File: config.mk
export PLATFORM = sky130hd
export DESIGN_NAME = mc_cu
export DESIGN_NICKNAME = d
export VERILOG_FILES = /design/src/rtl/mc_cu.sv
export SDC_FILE = /design/constraint.sdc
export NUM_CORES = 1
export LEC_CHECK = 0
export BUFFER_PORTS_ARGS = -buffer_cell sky130_fd_sc_hd__buf_2
export CAP_MARGIN = 25
export CORE_MARGIN = 5
export CORE_UTILIZATION = 30
export DETAILED_ROUTE_END_ITERATION = 7
export HOLD_SLACK_MARGIN = 0.02
export PLACE_DENSITY = 0.64
export RECOVER_POWER = 50
export SLEW_MARGIN = 20
export SYNTH_ARGS = -nofsm -noshare
export SYNTH_HDL_FRONTEND = slang
export SYNTH_SLANG_ARGS = --single-unit
File: constraint.sdc
create_clock -name clk -period 1.82 [get_ports clk]
set_clock_uncertainty 0.05 [all_clocks]
set_input_delay 0.364 -clock clk [delete_from_list [all_inputs] [get_ports clk]]
set_output_delay 0.364 -clock clk [all_outputs]
set_load 0.01 [all_outputs]
File: src/rtl/mc_cu.sv
// mc_cu: multi-cycle control unit sequencing MIPS-subset instructions through FETCH/DECODE/EXEC/MEM/WB.
// Define MC_CU_PERF_EN to add the retired_cnt/stall_cnt performance counters.
module mc_cu #(
  parameter int MEM_TIMEOUT = 255,
  parameter int TMO_W       = $clog2(MEM_TIMEOUT + 2)
) (
  input  logic        clk,
  input  logic        rst_n,
  input  logic [31:0] cmd,
  input  logic        imem_ack,
  input  logic        dmem_ack,
  input  logic        zero,
  output logic        imem_req,
  output logic        dmem_req,
  output logic        dmem_we,
  output logic        ir_we,
  output logic        pc_we,
  output logic [1:0]  pc_src,
  output logic [2:0]  alu_op,
  output logic        alu_src_b,
  output logic        reg_we,
  output logic        reg_dst,
  output logic        mem_to_reg,
  output logic        trap,
  output logic [1:0]  trap_cause
`ifdef MC_CU_PERF_EN
  ,
  output logic [31:0] retired_cnt,
  output logic [31:0] stall_cnt
`endif
);

  typedef enum logic [2:0] {
    S_FETCH, S_DECODE, S_EXEC, S_MEM, S_WB, S_TRAP
  } state_t;

  typedef enum logic [2:0] {
    K_RTYPE, K_LW, K_SW, K_BEQ, K_ADDI, K_J, K_ILL
  } kind_t;

  localparam logic [5:0] OP_RTYPE = 6'h00;
  localparam logic [5:0] OP_J     = 6'h02;
  localparam logic [5:0] OP_BEQ   = 6'h04;
  localparam logic [5:0] OP_ADDI  = 6'h08;
  localparam logic [5:0] OP_LW    = 6'h23;
  localparam logic [5:0] OP_SW    = 6'h2B;

  localparam logic [5:0] FN_ADD = 6'h20;
  localparam logic [5:0] FN_SUB = 6'h22;
  localparam logic [5:0] FN_AND = 6'h24;
  localparam logic [5:0] FN_OR  = 6'h25;
  localparam logic [5:0] FN_SLT = 6'h2A;

  localparam logic [2:0] ALU_ADD = 3'd0;
  localparam logic [2:0] ALU_SUB = 3'd1;
  localparam logic [2:0] ALU_AND = 3'd2;
  localparam logic [2:0] ALU_OR  = 3'd3;
  localparam logic [2:0] ALU_SLT = 3'd4;

  localparam logic [1:0] PC_SEQ    = 2'b00;
  localparam logic [1:0] PC_BRANCH = 2'b01;
  localparam logic [1:0] PC_JUMP   = 2'b10;

  localparam logic [1:0] CAUSE_NONE    = 2'b00;
  localparam logic [1:0] CAUSE_ILLEGAL = 2'b01;
  localparam logic [1:0] CAUSE_IMEM    = 2'b10;
  localparam logic [1:0] CAUSE_DMEM    = 2'b11;

  // The wait that reaches MEM_TIMEOUT is the one with the counter at MEM_TIMEOUT-1.
  localparam int TMO_LAST = (MEM_TIMEOUT > 0) ? MEM_TIMEOUT - 1 : 0;

  state_t           state, state_nx;
  logic [31:0]      ir;
  logic [TMO_W-1:0] wait_cnt;
  logic [1:0]       cause, cause_nx;
  kind_t            kind;
  logic [2:0]       rt_alu;
  logic             funct_ok;
  logic             waiting;
  logic             ir_load;
  logic             tmo_hit;
  logic             ir_fields_unused;

  // Register and immediate fields are consumed by the datapath, not by the sequencer.
  assign ir_fields_unused = ^ir[25:6];

  assign tmo_hit = (MEM_TIMEOUT > 0) && (wait_cnt == TMO_W'(TMO_LAST));

  always_comb begin
    rt_alu   = ALU_ADD;
    funct_ok = 1'b1;
    case (ir[5:0])
      FN_ADD:  rt_alu = ALU_ADD;
      FN_SUB:  rt_alu = ALU_SUB;
      FN_AND:  rt_alu = ALU_AND;
      FN_OR:   rt_alu = ALU_OR;
      FN_SLT:  rt_alu = ALU_SLT;
      default: funct_ok = 1'b0;
    endcase

    case (ir[31:26])
      OP_RTYPE: kind = funct_ok ? K_RTYPE : K_ILL;
      OP_J:     kind = K_J;
      OP_BEQ:   kind = K_BEQ;
      OP_ADDI:  kind = K_ADDI;
      OP_LW:    kind = K_LW;
      OP_SW:    kind = K_SW;
      default:  kind = K_ILL;
    endcase
  end

  always_comb begin
    // NOTE: every signal driven here gets a default first, so no path can infer a latch.
    state_nx   = state;
    cause_nx   = cause;
    waiting    = 1'b0;
    ir_load    = 1'b0;
    imem_req   = 1'b0;
    dmem_req   = 1'b0;
    dmem_we    = 1'b0;
    ir_we      = 1'b0;
    pc_we      = 1'b0;
    pc_src     = PC_SEQ;
    alu_op     = ALU_ADD;
    alu_src_b  = 1'b0;
    reg_we     = 1'b0;
    reg_dst    = 1'b0;
    mem_to_reg = 1'b0;
    trap       = 1'b0;
    trap_cause = CAUSE_NONE;

    case (state)
      S_FETCH: begin
        imem_req = 1'b1;
        if (imem_ack) begin
          ir_load  = 1'b1;
          ir_we    = 1'b1;
          pc_we    = 1'b1;
          pc_src   = PC_SEQ;
          state_nx = S_DECODE;
        end else begin
          waiting = 1'b1;
          if (tmo_hit) begin
            state_nx = S_TRAP;
            cause_nx = CAUSE_IMEM;
          end
        end
      end

      S_DECODE: begin
        case (kind)
          K_J: begin
            pc_we    = 1'b1;
            pc_src   = PC_JUMP;
            state_nx = S_FETCH;
          end
          K_ILL: begin
            state_nx = S_TRAP;
            cause_nx = CAUSE_ILLEGAL;
          end
          default: state_nx = S_EXEC;
        endcase
      end

      S_EXEC: begin
        case (kind)
          K_RTYPE: begin
            alu_op   = rt_alu;
            state_nx = S_WB;
          end
          K_LW, K_SW: begin
            alu_op    = ALU_ADD;
            alu_src_b = 1'b1;
            state_nx  = S_MEM;
          end
          K_ADDI: begin
            alu_op    = ALU_ADD;
            alu_src_b = 1'b1;
            state_nx  = S_WB;
          end
          K_BEQ: begin
            alu_op   = ALU_SUB;
            pc_src   = PC_BRANCH;
            pc_we    = zero;
            state_nx = S_FETCH;
          end
          default: begin
            state_nx = S_TRAP;
            cause_nx = CAUSE_ILLEGAL;
          end
        endcase
      end

      S_MEM: begin
        dmem_req = 1'b1;
        dmem_we  = (kind == K_SW);
        if (dmem_ack) begin
          state_nx = (kind == K_SW) ? S_FETCH : S_WB;
        end else begin
          waiting = 1'b1;
          if (tmo_hit) begin
            state_nx = S_TRAP;
            cause_nx = CAUSE_DMEM;
          end
        end
      end

      S_WB: begin
        reg_we     = 1'b1;
        reg_dst    = (kind == K_RTYPE);
        mem_to_reg = (kind == K_LW);
        state_nx   = S_FETCH;
      end

      S_TRAP: begin
        trap       = 1'b1;
        trap_cause = cause;
      end

      default: state_nx = S_FETCH;
    endcase

    // Reset overrides everything so no strobe leaks out during or straight after reset.
    if (!rst_n) begin
      imem_req   = 1'b0;
      dmem_req   = 1'b0;
      dmem_we    = 1'b0;
      ir_we      = 1'b0;
      pc_we      = 1'b0;
      pc_src     = PC_SEQ;
      alu_op     = ALU_ADD;
      alu_src_b  = 1'b0;
      reg_we     = 1'b0;
      reg_dst    = 1'b0;
      mem_to_reg = 1'b0;
      trap       = 1'b0;
      trap_cause = CAUSE_NONE;
    end
  end

  always_ff @(posedge clk) begin
    // NOTE: sequential state uses non-blocking assignments so every register samples pre-edge values.
    if (!rst_n) begin
      state    <= S_FETCH;
      ir       <= '0;
      wait_cnt <= '0;
      cause    <= CAUSE_NONE;
    end else begin
      state <= state_nx;
      cause <= cause_nx;
      if (ir_load) ir <= cmd;
      if (state_nx != state) begin
        wait_cnt <= '0;
      end else if (waiting && (wait_cnt != '1)) begin
        wait_cnt <= wait_cnt + TMO_W'(1);
      end
    end
  end

`ifdef MC_CU_PERF_EN
  logic [31:0] retired_q, stall_q;
  logic        retire;

  assign retire = (state_nx == S_FETCH) &&
                  (state inside {S_DECODE, S_EXEC, S_MEM, S_WB});

  always_ff @(posedge clk) begin
    if (!rst_n) begin
      retired_q <= '0;
      stall_q   <= '0;
    end else if (state != S_TRAP) begin
      if (retire)  retired_q <= retired_q + 32'd1;
      if (waiting) stall_q   <= stall_q + 32'd1;
    end
  end

  assign retired_cnt = rst_n ? retired_q : '0;
  assign stall_cnt   = rst_n ? stall_q   : '0;
`endif

endmodule
; ---- Yosys cells after proc, flatten, opt, wreduce, memory -nomap -nowiden
; Cells that the tools add are included.
; W data, S select, Z words.
[totals]
reg_bits = 46
inputBits = 37
word_cells = 102
[classes]
addsub = 1
n_eq_ne = 30
muxes = 54
n_bitwise = 1
n_reduce_logical = 12
[ops]
columns = op, n
row1 = $eq A6 B6 Y1 const B, 7
row2 = $mux W1, 27
row3 = $mux W3, 7
row4 = $mux W2, 10
row5 = $pmux W3 S6, 1
row6 = $eq A3 B3 Y1 const B, 5
row7 = $pmux W3 S5, 1
row8 = $eq A3 B2 Y1 const B, 4
row9 = $ne A2 B2 Y1 const B, 6
row10 = $pmux W3 S2, 2
row11 = $pmux W3 S4, 1
row12 = $reduce_or A5 Y1, 2
row13 = $add A9 B1 Y9 const B, 1
row14 = $eq A9 B8 Y1 const B, 1
row15 = $ne A9 B9 Y1 const B, 1
row16 = $pmux W3 S3, 1
row17 = $pmux W2 S4, 1
row18 = $reduce_and A7 Y1, 1
row19 = $eq A3 B1 Y1 const B, 2
row20 = $eq A6 B2 Y1 const B, 1
row21 = $eq A6 B3 Y1 const B, 1
row22 = $eq A6 B4 Y1 const B, 1
row23 = $logic_not A3 Y1, 2
row24 = $logic_not A6 Y1, 1
row25 = 9 further kinds, 11

; ---- Logic depth before layout (Yosys ltp)
; Gate-level depths: netlist of the first run.
[logic_depth]
word_depth = 11
ltp_mapped = 9

; ---- Worst setup path after synthesis of the first run
; Ideal clock, no wire load.
[synth_timing]
path_kind = register to output
startpoint = register ir[26]
endpoint = output port alu_op[0]
arrival_time_ps = 1610
required_time_ps = 1406
slack_ps = -204
stages_incl_launch_ff = 7
path_buffers = 1
cell_sequence = dfxtp_1 > buf_2 > and4b_1 > a211oi_1 > nor3_2 > nand4_1 > o31ai_1
[synth_via]
elab_chain_len = 6
word_cells_on_any_way = 12
classes_between = 6 x eq/ne / 4 x mux / 2 x reduce/logical
[synth_rtl]
columns = element, line_no
row1 = start: declaration, 73  ; logic [31:0] ir;
row2 = start signal: assignment, 251  ; if (ir_load) ir <= cmd;
row3 = "$eq A6 B6 Y1, or another cell as far along", 101  ; case (ir[31:26])
row4 = $pmux W3 S6 (*), 101
row5 = $eq A3 B2 Y1 or $logic_not A3 Y1 (tied branches), 166  ; case (kind)
row6 = $pmux W3 S2 (*), 166
row7 = $mux W3 (*), 132  ; case (state)
row8 = $mux W3 (*), 224  ; if (!rst_n) begin
row9 = end: declaration, 19  ; output logic [2:0] alu_op,
; Every way passes the cells marked *; elsewhere a longest branch is shown, timed or not.

; ---- Worst setup path in the final report of the first run
[layout_timing]
startpoint = register ir[27]
endpoint = output port pc_we
[layout_via]
elab_chain_len = 6
word_cells_on_any_way = 13
classes_between = 7 x eq/ne / 5 x mux / 1 x reduce/logical
[layout_rtl]
columns = element, line_no
row1 = "$eq A6 B6 Y1, or another cell as far along", 101
row2 = $pmux W3 S6 (*), 101
row3 = $eq A3 B2 Y1 or $eq A3 B3 Y1 (tied branches), "166, 151"
row4 = $mux W1 (on tied branches), "166, 151"
row5 = $pmux W1 S3 (*), 132
row6 = $mux W1 (*), 224
row7 = end: declaration, 17  ; output logic pc_we,
; Marks and branches as above.

==> results.py, run 1 <==
metrics = {
    "yosys": {
        "synth_top_cell_area_share_pct": 29.95,
        "yosysSeqAreaShare_pct": 29.95,
        "synth_compound_area_share_pct": 18.93,
        "synth_edf_count": 0,
        "synth.distinct_cells": 56,
        "syn_nets": 267,
        "syn_area_per_cell_um2": 7.656,
        "async_flop_share_pct": 0,
        "synth_flop_cell": "dfxtp_1",
        "synthMuxAreaShare_pct": 1.800,
        "syn-cell-area_um2": 1738,
        "synthAdderAreaFrac_pct": 2.160,
        "synth_xor_area_share_pct": 3.528,
        "yosys.area.top_type": "dfxtp_1",
        "synth_seq_cells": 26,
        "synth-simple-area-share_pct": 38.16,
        "synthTopCellsByArea": "dfxtp_1 (30%), nand2_1 (8.2%), a21oi_1 (4.9%)",
        "yosysWarnings": 0,
        "synth_top_family_by_area": "simple AND/OR/NAND/NOR gates",
        "synth_cells": 227,
    },
    "timing": {
        "rsz0062_at_grt": "true",
        "finalCritPeriodShare_pct": 129.6,
        "final.setup.worst_slack_ps": -537.9,
        "finalMaxSlewViolations": 0,
        "slew_headroom_pct": 65.07,
        "hold_viol_final": 0,
        "tightest_slew_ps": 518.5,
        "setup_viol": 28,
        "fmax_ghz": 0.4241,
        "period_minus_slack_ps": 2358,
    },
    "routing": {
        "avgRoutedWirePerCell_um": 15.10,
        "drt_iter0_drc": 120,
        "antenna_left": 0,
        "vias": 2079,
        "drtPass1Iterations": 4,
        "drc": 0,
        "vias_per_cell": 5.237,
        "wl_um": 5995,
    },
    "finish": {
        "syn2layout_area_growth_pct": 71.49,
        "drive_gt1_share_pct": 53.85,
        "nNetsFinal": 366,
        "utilization_pct": 53.47,
        "antenna_cells": 0,
        "layout.cells.non_filler": 397,
        "design_area_um2": 2980,
    },
    "clocking": {
        "cts_buffer_depth": 2,
        "clk_pin_slew_ps": 100,
        "cts_tree": "done",
        "cts_max_level": 1,
        "root_buffer": "clkbuf_8",
        "cts_num_sinks": 26,
        "worstSkewPairLatency_ps": 280,
        "cts_buffers": 3,
    },
    "global_route": {
        "grt_pass1_vias": 1963,
        "gr-total-overflow": 0,
        "antenna_found_initial": 0,
        "grt_max_degree": 16,
        "grt.total_usage_pct": 14.99,
        "grt_pass1_wl_um": 9128,
    },
    "critical_path": {
        "path_max_fanout": 5,
        "cp-start-kind": "register",
        "cp_cell_sequence": "or3b_4, nor4_4, a32oi_1, a2111oi_2, buf_2",
        "required_ps": 1410,
        "crit_family": "simple AND/OR/NAND/NOR gates",
        "crit_type": "register to output port",
        "endpoint_kind": "output port",
        "critPathBufInv": 1,
        "startpoint": "ir[27]",
        "r2r_start": "state[1]",
        "arrival_ps": 1940,
        "slowest_delay_ps": 410,
        "slowest_stage": "or3b_4",
    },
    "power_and_ir_drop": {
        "power_uw": 2412,
        "switching_share_pct": 37.44,
        "seq_power_share_pct": 29.5,
        "leakage_uw": 0.001168,
        "clock_power_share_pct": 20.6,
        "pwr_density_cell_nw_per_um2": 809.3,
        "p_switching_uw": 903.1,
        "combPwrFrac_pct": 49.9,
        "vdd.ir_drop.worst_mv": 0.3974,
        "p_int_uw": 1509,
    },
    "die": {
        "dieWidth_um": 86.11,
        "die_y_um": 86.11,
        "fp-row-count": 27,
        "io_pins": 54,
        "start_util_pct": 31.18,
        "coreArea_um2": 5574,
        "die_area_um2": 7415,
    },
    "place": {
        "port_buffers": 33,
        "gp_congestion": 0.8378,
        "dp_hpwl_um": 3905,
        "place_area_um2": 2379,
        "dp_cells": 376,
    },
    "run": {
        "maxCapViolations": 0,
    },
    "min_path": {
        "min_from": "cmd[2]",
        "worstHoldPathType": "primary input to register",
    },
    "run_status": {
        "outcome": "finished, violations left",
        "failed_checks": "setup timing",
    },
}
## flip-flops by register name, indices dropped and copies added, names as in the netlist
name / count
ir: 12
wait_cnt: 9
state: 3
cause: 2
## synthesized netlist by cell type (3+ instances only)
master,count
nand2b_1,3
a21oi_1,17
a31oi_1,6
nor3_1,14
nor3b_1,4
nor4_1,6
nor2b_1,3
inv_1,7
xnor2_1,7
and2_1,7
nor2_1,14
clkbuf_1,3
dfxtp_1,26
a21o_1,3
nand2_1,38
ha_1,3
and3_1,3
nand3_1,9
buf_2,7
o21ai_0,4
## kinds of logic (layout without fill, tap and decap cells)
kind of cell,Yosys count,count (layout)
AO/OA/AOI/OAI,47,48
adder cells (fa/ha/maj),3,3
AND/OR/NAND/NOR,121,121
XOR/XNOR,7,7
flip-flops,26,26
buffers and inverters,20,117
multiplexers,3,3
## power groups by stage
stage	clock [uW]	combinational (uW)	sequential (uW)
3_3_place_gp	0	836	714
3_5_place_dp	0	847	717
4_1_cts	504	1010	713
5_1_grt	526	1290	722
2_1_floorplan	0	516	679
6_report	496	1200	712
## layer usage
metal | track usage, % | vias up | wire, um
met2 | 25.02 | 68 | 2873
met5 | 0 | - | 0
met4 | 4.317 | 0 | 122
met3 | 1.921 | 13 | 283
li1 | - | 1024 | -
met1 | 20.10 | 974 | 2715
## worst min-delay path, stage by stage
cell     delay [ps]
buf_2           100
nand2_1          50
a21oi_1          50
## layout by cell type (no fill, tap or decap), types with 4 or more instances in the layout
| master | instances |
|---|---|
| inv_1 | 6 |
| nor3_2 | 10 |
| buf_2 | 32 |
| nor3_1 | 5 |
| xnor2_1 | 7 |
| nand2_1 | 36 |
| nand3_1 | 6 |
| dfxtp_1 | 18 |
| nor4_2 | 4 |
| nor2_2 | 4 |
| nor2_1 | 8 |
| buf_6 | 10 |
| buf_4 | 61 |
| dfxtp_4 | 5 |
| and2_1 | 7 |
| a21oi_1 | 15 |
| a31oi_1 | 4 |
## per-stage QoR
| stage | TNS [ps] | hold slack (ps) | worst slack [ps] |
|---|---|---|---|
| floorplan | -154.4 | 381.8 | -71.76 |
| global placement | -2940 | 392.8 | -217.8 |
| detailed placement | -2988 | 399.0 | -208.2 |
| CTS | -4265 | 254.3 | -486.4 |
| global route | -8600 | 259.9 | -624.6 |
| finish | -5615 | 259.6 | -537.9 |
## final timing paths
check	depth (start not counted)	end	slack (ps)
max	5	pc_we	-540
min	3	ir[2]	260
max reg2reg	7	wait_cnt[2]	-180
min reg2reg	2	ir[4]	410
## cell type report
class                   count  area (um2)
fillers                   493        2594
multi-input cells         182        1496
repair buffers            105       749.5
flip-flops and latches     26       543.0
well taps                  72       90.09
clock buffers               3       41.29
clock inverters             1       30.03
inverters                   8       30.03
## repair_timing
action	in CTS	in global routing
gates cloned	1	0
setup buffers	9	14
pin swaps	21	16
setup endpoints to repair	27	28
hold buffers	0	0
resized for setup	49	41
endpoints found under the hold margin	0	0
(Power assumes the default switching activity.)
==> inputs of run 2 (changes only) <==
Settings changed: CTS_BUF_LIST set to sky130_fd_sc_hd__clkbuf_8, PLACE_DENSITY 0.64 to 0.63.
Clock period 1.82 ns to 2.21 ns, I/O delays scaled along.
==> run 2 against run 1 <==
  * The run still ends with setup timing left
  * Largest cell class unchanged
  * Critical endpoint is now alu_op[0]
  * Via count is 9.1% lower
  * Sequential share of layout area is 4.2 points higher
  * Register-to-register slack better by 300 ps
  * Critical path depth is 2 higher
  * Global-route usage is 1.2 points lower
  * Core utilization is 11 points lower
  * Sequential cell count stayed put
  * Routed wire length is 15% lower
  * Cell area is 20% lower
  * Worst setup slack better by 220 ps
  * Clock power is 35% lower
  * Largest power group unchanged
  * Sequential power is 19% lower
==> results.py, run 2 (synthesized netlist as in run 1, its figures left out) <==
metrics = {
    "clocking": {
        "cts_hold_buf": 0,
        "worstSkewPairLatency_ps": 280,
        "clk_pin_slew_ps": 90,
        "cts_max_level": 1,
        "cts_buffer_depth": 2,
        "root_buffer": "clkbuf_8",
        "cts_buffers": 3,
        "cts_tree": "done",
        "cts_num_sinks": 26,
    },
    "die": {
        "dieWidth_um": 86.11,
        "io_pins": 54,
        "die_y_um": 86.11,
        "fp-row-count": 27,
        "start_util_pct": 31.18,
        "die_area_um2": 7415,
        "coreArea_um2": 5574,
    },
    "timing": {
        "setup_viol": 6,
        "finalCritPeriodShare_pct": 114.2,
        "finalMaxSlewViolations": 0,
        "fmax_ghz": 0.3962,
        "final.setup.worst_slack_ps": -313.7,
        "slew_headroom_pct": 59.41,
        "holdWs_ps": 332.2,
        "hold_viol_final": 0,
        "period_minus_slack_ps": 2524,
        "rsz0062_at_grt": "true",
        "tightest_slew_ps": 608.5,
    },
    "routing": {
        "vias_per_cell": 5.250,
        "avgRoutedWirePerCell_um": 14.12,
        "drtPass1Iterations": 4,
        "wl_met2_um": 2398,
        "wl_um": 5084,
        "vias": 1890,
        "dr_wl_met3_um": 221,
        "drc": 0,
        "wl_met1_um": 2409,
        "drt_iter0_drc": 133,
        "top_layer": "met4",
        "antenna_left": 0,
    },
    "finish": {
        "drive_gt1_share_pct": 36.46,
        "antenna_cells": 0,
        "final_cell_mix": "nand2_1 (38), buf_2 (32), buf_4 (32)",
        "utilization_pct": 42.76,
        "nNetsFinal": 329,
        "final_common_cell": "nand2_1",
        "reg.largest.list": "ir: 12 flops, wait_cnt: 9 flops, state: 3 flops",
        "regMostFlops": "ir",
        "syn2layout_area_growth_pct": 37.15,
        "largest_register_ffs": 12,
    },
    "power_and_ir_drop": {
        "vdd.ir_drop.worst_mv": 0.2832,
        "pwr_density_cell_nw_per_um2": 677.3,
        "leakage_uw": 0.0009328,
    },
    "global_route": {
        "grt_pass1_vias": 1857,
        "grt_pass1_wl_um": 8369,
        "gr-total-overflow": 0,
        "grt.total_usage_pct": 13.77,
        "grt_max_degree": 15,
        "antenna_found_initial": 0,
    },
    "place": {
        "dp_hpwl_um": 3653,
        "port_buffers": 33,
        "pre_cts_ws_ps": 31.22,
        "gp_congestion": 0.8687,
    },
    "critical_path": {
        "arrival_ps": 2030,
        "endpoint_kind": "output port",
        "slowest_stage": "dfxtp_2",
        "cp_cell_sequence": "buf_6, nor4_4, a211oi_2, nor3_2, nand4_1, o31ai_2, buf_2",
        "crit_type": "register to output port",
        "cp-start-kind": "register",
        "slowest_delay_ps": 330,
        "path_max_fanout": 6,
        "required_ps": 1720,
    },
    "run_status": {
        "outcome": "finished, violations left",
        "failed_checks": "setup timing",
    },
    "min_path": {
        "worstHoldPathType": "primary input to register",
    },
    "run": {
        "maxCapViolations": 0,
    },
}
## run 2: what timing repair did
item | 4_1_cts | 5_1_grt
pin swaps | 9 | 10
buffers inserted | 6 | 7
gates resized for setup | 12 | 21
setup endpoints to repair | 7 | 10
gates cloned | 0 | 0
## run 2: area by class of cell
| type | instances | area, um2 |
|---|---|---|
| Tap cell | 72 | 90.09 |
| Timing Repair Buffer | 69 | 442.9 |
| Multi-Input combinational cell | 181 | 1231 |
| Inverter | 8 | 30.03 |
| Sequential cell | 26 | 534.3 |
| Clock buffer | 4 | 55.05 |
| Fill cell | 573 | 3191 |
## run 2: metrics by stage
step	TNS (ps)	area, um2	power [uW]	cells
6_report	-1406	2384	1614	360
5_1_grt	-2261	2384	1719	360
4_1_cts	-919.5	2272	1562	356
3_5_place_dp	0	2123	1183	346
3_3_place_gp	0	2123	1171	346
2_1_floorplan	0	1738	968.9	227
## run 2: critical path: cells and delay by family, from the launching register on
kind,cells,cell delay (ps)
compound gates,2,370
buf+inv,2,290
flops,1,330
simple gates,3,750
## run 2: metal layers
layer / GRT usage [%] / vias to the layer above
li1: - / 945
met4: 5.180 / 0
met1: 18.15 / 899
met2: 22.28 / 41
met5: 0 / -
met3: 2.402 / 5
## run 2: path summary, 6_finish.rpt
| path | from | end | slack [ps] | cells past startpoint |
|---|---|---|---|---|
| setup / recovery | ir[28] | alu_op[0] | -310 | 7 |
| hold / removal | cmd[26] | ir[26] | 330 | 3 |
| setup reg to reg | ir[27] | wait_cnt[8] | 120 | 8 |
| hold reg to reg | ir[5] | ir[5] | 400 | 2 |
## run 2: power by group
| group | internal (uW) | total (uW) | switching [uW] |
|---|---|---|---|
| sequential | 520 | 579 | 60.0 |
| clock | 160 | 322 | 162 |
| combinational | 320 | 713 | 393 |
